--- config.mk ---
export PLATFORM = sky130hd
export DESIGN_NAME = matrix_rx_loader_flat
export DESIGN_NICKNAME = d
export VERILOG_FILES = /design/src/rtl/matrix_rx_loader_if.sv /design/src/rtl/matrix_rx_loader.sv /design/src/flat_wrapper.sv
export SDC_FILE = /design/constraint.sdc
export NUM_CORES = 1
export LEC_CHECK = 0
export BUFFER_PORTS_ARGS = -buffer_cell sky130_fd_sc_hd__buf_2
export CORE_MARGIN = 2
export CORE_UTILIZATION = 35
export DETAILED_ROUTE_END_ITERATION = 8
export PLACE_DENSITY = 0.57
export SYNTH_ARGS = -nofsm -noshare
export SYNTH_HDL_FRONTEND = slang
export SYNTH_SLANG_ARGS = --single-unit
--- constraint.sdc ---
create_clock -name clk -period 4.4 [get_ports clk]
set_input_delay 0.88 -clock clk [delete_from_list [all_inputs] [get_ports clk]]
set_output_delay 0.88 -clock clk [all_outputs]
set_load 0.005 [all_outputs]
--- src/rtl/matrix_rx_loader_if.sv ---
// matrix_rx_loader_if: UART byte input and matrix-multiplier side outputs of the loader
interface matrix_rx_loader_if;
   logic [7:0]  rx_data;
   logic        rx_valid;
   logic [26:0] matrixA;
   logic [26:0] matrixB;
   logic        start;
   logic        busy;
   logic        frame_err;
   logic        rx_drop;
   logic [7:0]  frame_cnt;
   modport master (
      output rx_data, rx_valid,
      input  matrixA, matrixB, start, busy, frame_err, rx_drop, frame_cnt
   );
   modport slave (
      input  rx_data, rx_valid,
      output matrixA, matrixB, start, busy, frame_err, rx_drop, frame_cnt
   );
endinterface

--- src/rtl/matrix_rx_loader.sv ---
// matrix_rx_loader: parses header + 9 A + 9 B element bytes and fires the 3x3 multiplier
module matrix_rx_loader #(
   parameter logic [7:0] HEADER         = 8'hA5,
   parameter int         TIMEOUT_CYCLES = 100000,
   parameter int         START_CYCLES   = 2
) (
   input logic               clk,
   input logic               rst,
   matrix_rx_loader_if.slave bus
);
   localparam int TW = $clog2(TIMEOUT_CYCLES);
   localparam int FW = (START_CYCLES > 1) ? $clog2(START_CYCLES) : 1;
   localparam logic [TW-1:0] TO_LAST   = TW'(TIMEOUT_CYCLES - 1);
   localparam logic [FW-1:0] FIRE_LAST = FW'(START_CYCLES - 1);
   typedef enum logic [1:0] {IDLE, LOAD_A, LOAD_B, FIRE} state_t;
   state_t        r_state, w_next;
   logic [3:0]    r_idx, w_idx;
   logic [TW-1:0] r_tcnt;
   logic [FW-1:0] r_fcnt;
   logic [26:0]   r_sh_a, r_sh_b, r_mat_a, r_mat_b;
   logic [7:0]    r_cnt;
   logic          r_err, r_drop;
   logic          w_err, w_drop, w_fire, w_tclr, w_ld_a, w_ld_b;
   logic          w_hdr, w_legal, w_last, w_in_load;
   assign w_hdr     = bus.rx_data == HEADER;
   assign w_legal   = bus.rx_data[7:3] == 5'd0;
   assign w_last    = r_idx == 4'd8;
   assign w_in_load = (w_next == LOAD_A) || (w_next == LOAD_B);
   // state register; reset abandons any partial frame and drops start at once
   always_ff @(posedge clk or negedge rst) begin
      if (!rst) r_state <= IDLE;
      else      r_state <= w_next;
   end
   // next state and per-byte decisions; resync header wins over the legality check
   always_comb begin
      w_next = r_state;
      w_idx  = r_idx;
      w_err  = 1'b0;
      w_drop = 1'b0;
      w_fire = 1'b0;
      w_tclr = 1'b0;
      w_ld_a = 1'b0;
      w_ld_b = 1'b0;
      case (r_state)
         IDLE: if (bus.rx_valid && w_hdr) begin
            w_next = LOAD_A;
            w_idx  = '0;
            w_tclr = 1'b1;
         end
         LOAD_A, LOAD_B: if (bus.rx_valid) begin
            w_tclr = 1'b1;
            if (w_hdr) begin
               w_err  = 1'b1;
               w_next = LOAD_A;
               w_idx  = '0;
            end else if (!w_legal) begin
               w_err  = 1'b1;
               w_next = IDLE;
            end else begin
               w_ld_a = r_state == LOAD_A;
               w_ld_b = r_state == LOAD_B;
               w_idx  = w_last ? 4'd0 : r_idx + 4'd1;
               w_fire = w_last && (r_state == LOAD_B);
               if (w_last) w_next = (r_state == LOAD_A) ? LOAD_B : FIRE;
            end
         end else if (r_tcnt == TO_LAST) begin
            w_err  = 1'b1;
            w_next = IDLE;
         end
         FIRE: begin
            w_drop = bus.rx_valid;
            if (r_fcnt == FIRE_LAST) w_next = IDLE;
         end
         default: w_next = IDLE;
      endcase
   end
   // datapath: shadow capture, atomic matrix update on FIRE entry, counters and pulses
   always_ff @(posedge clk or negedge rst) begin
      if (!rst) begin
         r_idx   <= '0;
         r_tcnt  <= '0;
         r_fcnt  <= '0;
         r_sh_a  <= '0;
         r_sh_b  <= '0;
         r_mat_a <= '0;
         r_mat_b <= '0;
         r_cnt   <= '0;
         r_err   <= 1'b0;
         r_drop  <= 1'b0;
      end else begin
         r_idx  <= w_idx;
         r_err  <= w_err;
         r_drop <= w_drop;
         r_tcnt <= (w_tclr || !w_in_load) ? '0 : r_tcnt + TW'(1);
         r_fcnt <= (r_state == FIRE) ? r_fcnt + FW'(1) : '0;
         if (w_ld_a) r_sh_a[r_idx*3 +: 3] <= bus.rx_data[2:0];
         if (w_ld_b) r_sh_b[r_idx*3 +: 3] <= bus.rx_data[2:0];
         if (w_fire) begin
            r_mat_a <= r_sh_a;
            r_mat_b <= {bus.rx_data[2:0], r_sh_b[23:0]};
            r_cnt   <= r_cnt + 8'd1;
         end
      end
   end
   assign bus.matrixA   = r_mat_a;
   assign bus.matrixB   = r_mat_b;
   assign bus.start     = r_state == FIRE;
   assign bus.busy      = r_state != IDLE;
   assign bus.frame_err = r_err;
   assign bus.rx_drop   = r_drop;
   assign bus.frame_cnt = r_cnt;
endmodule

--- src/flat_wrapper.sv ---
// flat-port wrapper written by rule: the top's interface ports become plain ports
module matrix_rx_loader_flat 
#(
   parameter logic [7:0] HEADER         = 8'hA5,
   parameter int         TIMEOUT_CYCLES = 100000,
   parameter int         START_CYCLES   = 2
)
  (clk, rst, bus_rx_data, bus_rx_valid, bus_matrixA, bus_matrixB, bus_start, bus_busy, bus_frame_err, bus_rx_drop, bus_frame_cnt);
  matrix_rx_loader_if bus_i ();
  input logic clk;
  input logic rst;
  input wire logic [$bits(bus_i.rx_data)-1:0] bus_rx_data;
  input wire logic [$bits(bus_i.rx_valid)-1:0] bus_rx_valid;
  output wire logic [$bits(bus_i.matrixA)-1:0] bus_matrixA;
  output wire logic [$bits(bus_i.matrixB)-1:0] bus_matrixB;
  output wire logic [$bits(bus_i.start)-1:0] bus_start;
  output wire logic [$bits(bus_i.busy)-1:0] bus_busy;
  output wire logic [$bits(bus_i.frame_err)-1:0] bus_frame_err;
  output wire logic [$bits(bus_i.rx_drop)-1:0] bus_rx_drop;
  output wire logic [$bits(bus_i.frame_cnt)-1:0] bus_frame_cnt;
  assign bus_i.rx_data = bus_rx_data;
  assign bus_i.rx_valid = bus_rx_valid;
  assign bus_matrixA = bus_i.matrixA;
  assign bus_matrixB = bus_i.matrixB;
  assign bus_start = bus_i.start;
  assign bus_busy = bus_i.busy;
  assign bus_frame_err = bus_i.frame_err;
  assign bus_rx_drop = bus_i.rx_drop;
  assign bus_frame_cnt = bus_i.frame_cnt;
  matrix_rx_loader #(.HEADER(HEADER), .TIMEOUT_CYCLES(TIMEOUT_CYCLES), .START_CYCLES(START_CYCLES)) u_core (.clk(clk), .rst(rst), .bus(bus_i));
endmodule
==> results of run 1 <==
==> power by group <==
group	switching (mW)	total (mW)	internal, mW
registers	0.00420	1.29	1.28
logic	0.0627	0.0839	0.0213
clock network	0.500	1.35	0.850
total	0.567	2.72	2.15
==> flip-flops by register name, indices dropped and copies added (netlist names) <==
name / cells
u_core.bus.matrixA: 27
u_core.bus.matrixB: 27
u_core.r_sh_a: 27
u_core.r_sh_b: 24
u_core.r_tcnt: 17
u_core.bus.frame_cnt: 8
u_core.r_idx: 4
u_core.r_state: 2
u_core.bus.frame_err: 1
u_core.bus.rx_drop: 1
u_core.r_fcnt: 1
==> layout make-up <==
class,instances,area share
multi-input combinational,304,0.338
inverter,12,0.00623
timing repair buffer,80,0.0593
clock buffer,21,0.0636
clock inverter,9,0.0135
sequential,139,0.481
tap,225,0.0389
==> logic make-up after synthesis <==
| family | after synthesis | synth area share |
|---|---|---|
| and+or+nand+nor | 139 | 0.118 |
| DFF | 139 | 0.576 |
| muxes | 106 | 0.197 |
| AOI/OAI and AO/OA | 26 | 0.0319 |
| buffers and inverters | 26 | 0.0209 |
| xor gates and xnor gates | 21 | 0.0317 |
| adders and majority gates | 12 | 0.0249 |
==> stage by stage <==
stage	cell area (um^2)	hold WS, ps	total power [mW]	worst slack [ps]	utilization
after CTS	7230	486	2.76	1610	0.424
final	7230	477	2.72	1650	0.424
after global placement	6680	457	1.39	1400	0.391
after floorplan	6040	444	1.35	1980	-
after global routing	7230	513	2.83	1430	0.424
after detailed placement	6680	475	1.40	1330	0.391
==> worst max path at each step <==
stage	end	slack, ps
after global placement	u_core.bus.matrixA[18]	1400
final	u_core.r_sh_b[8]	1650
after floorplan	u_core.bus.matrixB[24]	1980
after detailed placement	u_core.bus.matrixB[8]	1330
after global routing	u_core.r_tcnt[11]	1430
after CTS	u_core.r_tcnt[3]	1610
==> metal layers <==
metal | GRT usage | part of all wire | up-vias
li1 | - | - | 1804
met1 | 0.182 | 0.45 | 1920
met5 | 0 | 0 | -
met4 | 0.0556 | 0.015 | 0
met2 | 0.234 | 0.50 | 71
met3 | 0.0438 | 0.038 | 14
==> layout by cell type, fill, tap and decap left out, drive strengths merged, types with 6 or more instances in the layout <==
cell type	Yosys	layout
dfrtp	139	139
clkbuf	3	21
clkinv	0	6
nand4	7	7
nor2	30	30
o21ai	7	7
nand3	9	9
nor3	9	9
nand2	44	44
ha	12	12
and2	9	9
xnor2	12	12
and3	8	8
mux2	102	102
inv	12	12
xor2	9	9
buf	11	80
==> results.md, run 1 <==
* Worst slew margin at 0.334
* DR WL/cell at 15.6 um
* Synth area leaders: dfrtp_1 (58%), mux2_2 (19%), nand2_1 (2.7%), ha_1 (2.5%), nor2_1 (1.9%)
* CP bufs+invs at 1
* Tcrit/Tclk final at 0.625
* Post-Layout Cell Count at 790
* Main flop type after synthesis: dfrtp_1
* FF-to-FF Start: u_core.r_idx[0]
* Critical-path cell list: inv_1, ha_1, o41ai_1, nor2b_1, nand2_1, mux2_2
* Die width at 135 um
* Dominant cell type by area after synthesis: dfrtp_1
* Vias in the first global route at ~4000
* DRT Wirelength at 12300 um
* Final Setup Violations at 0
* Largest net degree at the start of global routing at 114
* Worst path depth at 6
* Cell with the most instances after synthesis: dfrtp_1
* Initial antenna violation count at 0
* Total die area at 18300 um^2
* Routed vias/inst at between 4 and 5
* Yosys cell types at 45
* Syn_nets at roughly 500
* R2R Path End: u_core.r_sh_b[8]
* Outcome: complete, no violations
* Fmax achieved at 363 MHz
* Unrepaired setup endpoints after global routing: no
* Worst Skew at 8.35 ps
* Avg Cell Area, Syn at 12.9 um^2
* Placed insts at 760
* Max_cap viols at 0
* Ports at 77
* Gr usage total at 0.144
* Top cell type's share of synthesized area at 0.576
* Die Span Y at about 140 um
* Multi-input logic area at roughly 2400 um^2
* Static Leak at 3.70 nW
* Final Hold Fails at 0
* Critical path's top delay family: simple AND/OR/NAND/NOR gates
* Hold Path Origin: u_core.bus.frame_cnt[7]
* Initial Util at 0.354
* Crit path DAT at 3050 ps
* Min-Delay Endpoint: u_core.bus.frame_cnt[7]
* Number of fill cells at roughly 1600
* Slowest stage cell, crit path: nor2b_1
* Yosys warning count at 0
* I/O Buffers at 76
* Vias at about 3800
* Critical path's largest stage delay at 550 ps
* CP startpoint: u_core.r_idx[0]
* Postcts setup bufs at 0
* CTS max path bufs at 2
* Clock buffers created by TritonCTS at 17
* Total negative setup slack at 0 ps
* Register area share after synthesis at 0.576
* R2R setup slack at 1650 ps
* Row count at 48
* Ys async rst share at 1.00
* WHS Path Cells at 1
* First-pass GRT wire length at 20200 um
* Clock Latency Late Sink at about 420 ps
* PD cells at 376 nW/um^2
* Core footprint at 17100 um^2
* Antenna cell count at 0
* Worst vdd ir at 257 uV
* Worst Path Required at approximately 4700 ps
* Min-delay worst type: register to register
* Cells after Synth at between 400 and 500
* Reg area at 3480 um^2
* Reg clk slew, reported paths at 50 ps
* Hold-fix buffers, CTS at 0
* Cell Area, Synth at 6040 um^2
* DR iter-0 viols at 147
* Slew @ Worst Pin at 999 ps
* DR DRC count at 0
* CP Max Fanout at 11
* Nets at 577
* Sink Count at 139
* # H-tree levels at 4
* Dpl hpwl at 8470 um
* Post-CTS Resized at 0
* Fraction of layout cells with a size suffix above 1 at 0.388
* Area growth, synth to finish at 19.8%
* Seq cells post-synth at 139
* CTS tree: built
* Crit path kind: register to register
* First-pass iteration count of the detailed router at 5
* Post-synth top cells: dfrtp_1 (139), mux2_2 (102), nand2_1 (44)
* Routed Antenna Nets at 0
* Congestion Overflow GR at 0
* Startpoint types: register
* R2R depth at 6
* Final slew viol count at 0
* CP endpoint kind: register
* EDFF count, synth at 0
* Period minus WS final at 2750 ps
* GP Congestion at around 0.78
* CTS root buffer: clkbuf_16
Note: power is estimated with default switching activity, not from simulation.
==> run 2, diff against run 1 <==
==> constraint.sdc (replaced) <==
create_clock -name clk -period 2.8 [get_ports clk]
set_input_delay 0.56 -clock clk [delete_from_list [all_inputs] [get_ports clk]]
set_output_delay 0.56 -clock clk [all_outputs]
set_load 0.005 [all_outputs]
==> results.md, run 2 (same netlist as run 1, synthesis figures left out) <==
* Outcome: complete, no violations
* Routed Antenna Nets at 0
* Worst Path Required at 3130 ps
* Gr usage total at 0.148
* Slew @ Worst Pin at about 550 ps
* Nets at 582
* Most frequent cells in the layout: dfrtp_1 (139), mux2_2 (102), buf_2 (75)
* # H-tree levels at 4
* Static Leak at 3.76 nW
* Pwr Total at around 4.6 mW
* Final slew viol count at 0
* Vias at 3900
* DR iter-0 viols at 233
* Congestion Overflow GR at 0
* Area growth, synth to finish at 22.1%
* First-pass iteration count of the detailed router at 5
* DR DRC count at 0
* Min-delay worst type: input port to async pin
* Die width at around 140 um
* Worst vdd ir at 437 uV
* Worst slew margin at 0.633
* Total die area at ~18000 um^2
* Final Hold Fails at 0
* Post-Layout Cell Count at between 700 and 800
* Total negative setup slack at 0 ps
* Period minus WS final at 2510 ps
* Worst Skew at 8.20 ps
* GP Congestion at approximately 0.78
* Clock buffers created by TritonCTS at 17
* CTS tree: built
* CTS max path bufs at 2
* CP Max Fanout at 17
* PD cells at 617 nW/um^2
* Routed vias/inst at 4.90
* Crit path DAT at 2840 ps
* Fin area at 7370 um^2
* Final Setup Violations at 0
* Unrepaired setup endpoints after global routing: no
* Vias in the first global route at 3984
* Pre-CTS WS at 114 ps
* CTS root buffer: clkbuf_16
* Row count at between 40 and 50
* Initial Util at 0.354
* Fraction of layout cells with a size suffix above 1 at 0.398
* PnR worst setup slack at around 300 ps
* Final Core Density at 0.432
* Initial antenna violation count at 0
* Clock Latency Late Sink at ~420 ps
* Antenna cell count at 0
* Dpl hpwl at ~8600 um
* I/O Buffers at 76
* Reg clk slew, reported paths at 60 ps
* Placed insts at ~770
* Crit path kind: register to register
* Largest net degree at the start of global routing at 63
* R2R depth at 8
* DR WL/cell at 15.6 um
* Tcrit/Tclk final at 0.895
* Hold-fix buffers, CTS at 0
* Hold_ws at between 80 and 90 ps
* DRT Wirelength at 12400 um
* Leading cell type in the layout, fill and taps excluded: dfrtp_1
* Ports at 77
* Fmax achieved at 399 MHz
* Max_cap viols at 0
* Core footprint at 17100 um^2
* Startpoint types: register
* Die Span Y at roughly 140 um
* Area after detailed placement at 6730 um^2
* First-pass GRT wire length at 20700 um
* Sink Count at 139
* CP endpoint kind: register
## run 2: cell types whose count changed in the layout (fill, tap and decap cells not counted), moves of 2 or more
cell and delta:
buf_4 +4, bufinv_16 +2, clkbuf_1 -2, clkinv_2 -3, clkinv_4 +2
## run 2: area by class of cell
class	instances	area, um^2
fill	1643	9680
sequential	139	3480
multi-input combinational	304	2450
timing repair buffer	85	479
clock buffer	20	467
tap	225	282
clock inverter	11	168
inverter	12	45.0
## run 2: metal layers
metal | up-vias | part of all wire | GRT usage | wire length, um
met3 | 15 | 0.038 | 0.0449 | 474
met4 | 0 | 0.015 | 0.0608 | 187
met1 | 1994 | 0.47 | 0.190 | 5800
met5 | - | 0 | 0 | 0
met2 | 70 | 0.48 | 0.234 | 5960
li1 | 1821 | - | - | -
## run 2: critical path: stages, from the launching register on
cell,delay [ps]
dfrtp_1,410
inv_1,110
ha_1,380
and2_1,170
and3_1,250
o21ai_0,100
o21bai_1,410
xnor2_4,270
nor4bb_2,330
## run 2: worst paths after layout
kind | from | endpoint | slack, ps
min | rst | u_core.bus.matrixB[20] | 80
max | u_core.r_state[0] | u_core.r_tcnt[3] | 290
min in group clk | u_core.bus.frame_cnt[7] | u_core.bus.frame_cnt[7] | 460
max reg2reg | u_core.r_state[0] | u_core.r_tcnt[3] | 290
max in group asynchronous | rst | u_core.r_sh_b[22] | 1990
min reg2reg | u_core.bus.frame_cnt[7] | u_core.bus.frame_cnt[7] | 460
## run 2: report_power, final
group | leakage, nW | total (mW) | switching, mW | internal [mW]
Combinational | 1.53 | 0.144 | 0.103 | 0.0409
Sequential | 1.93 | 2.02 | 0.00484 | 2.02
Clock | 0.308 | 2.39 | 0.835 | 1.55
Total | 3.76 | 4.55 | 0.943 | 3.61
## run 2: what timing repair did
item                       CTS  global route
setup endpoints to repair    0            17
setup buffers                0             0
resized for setup            0             1
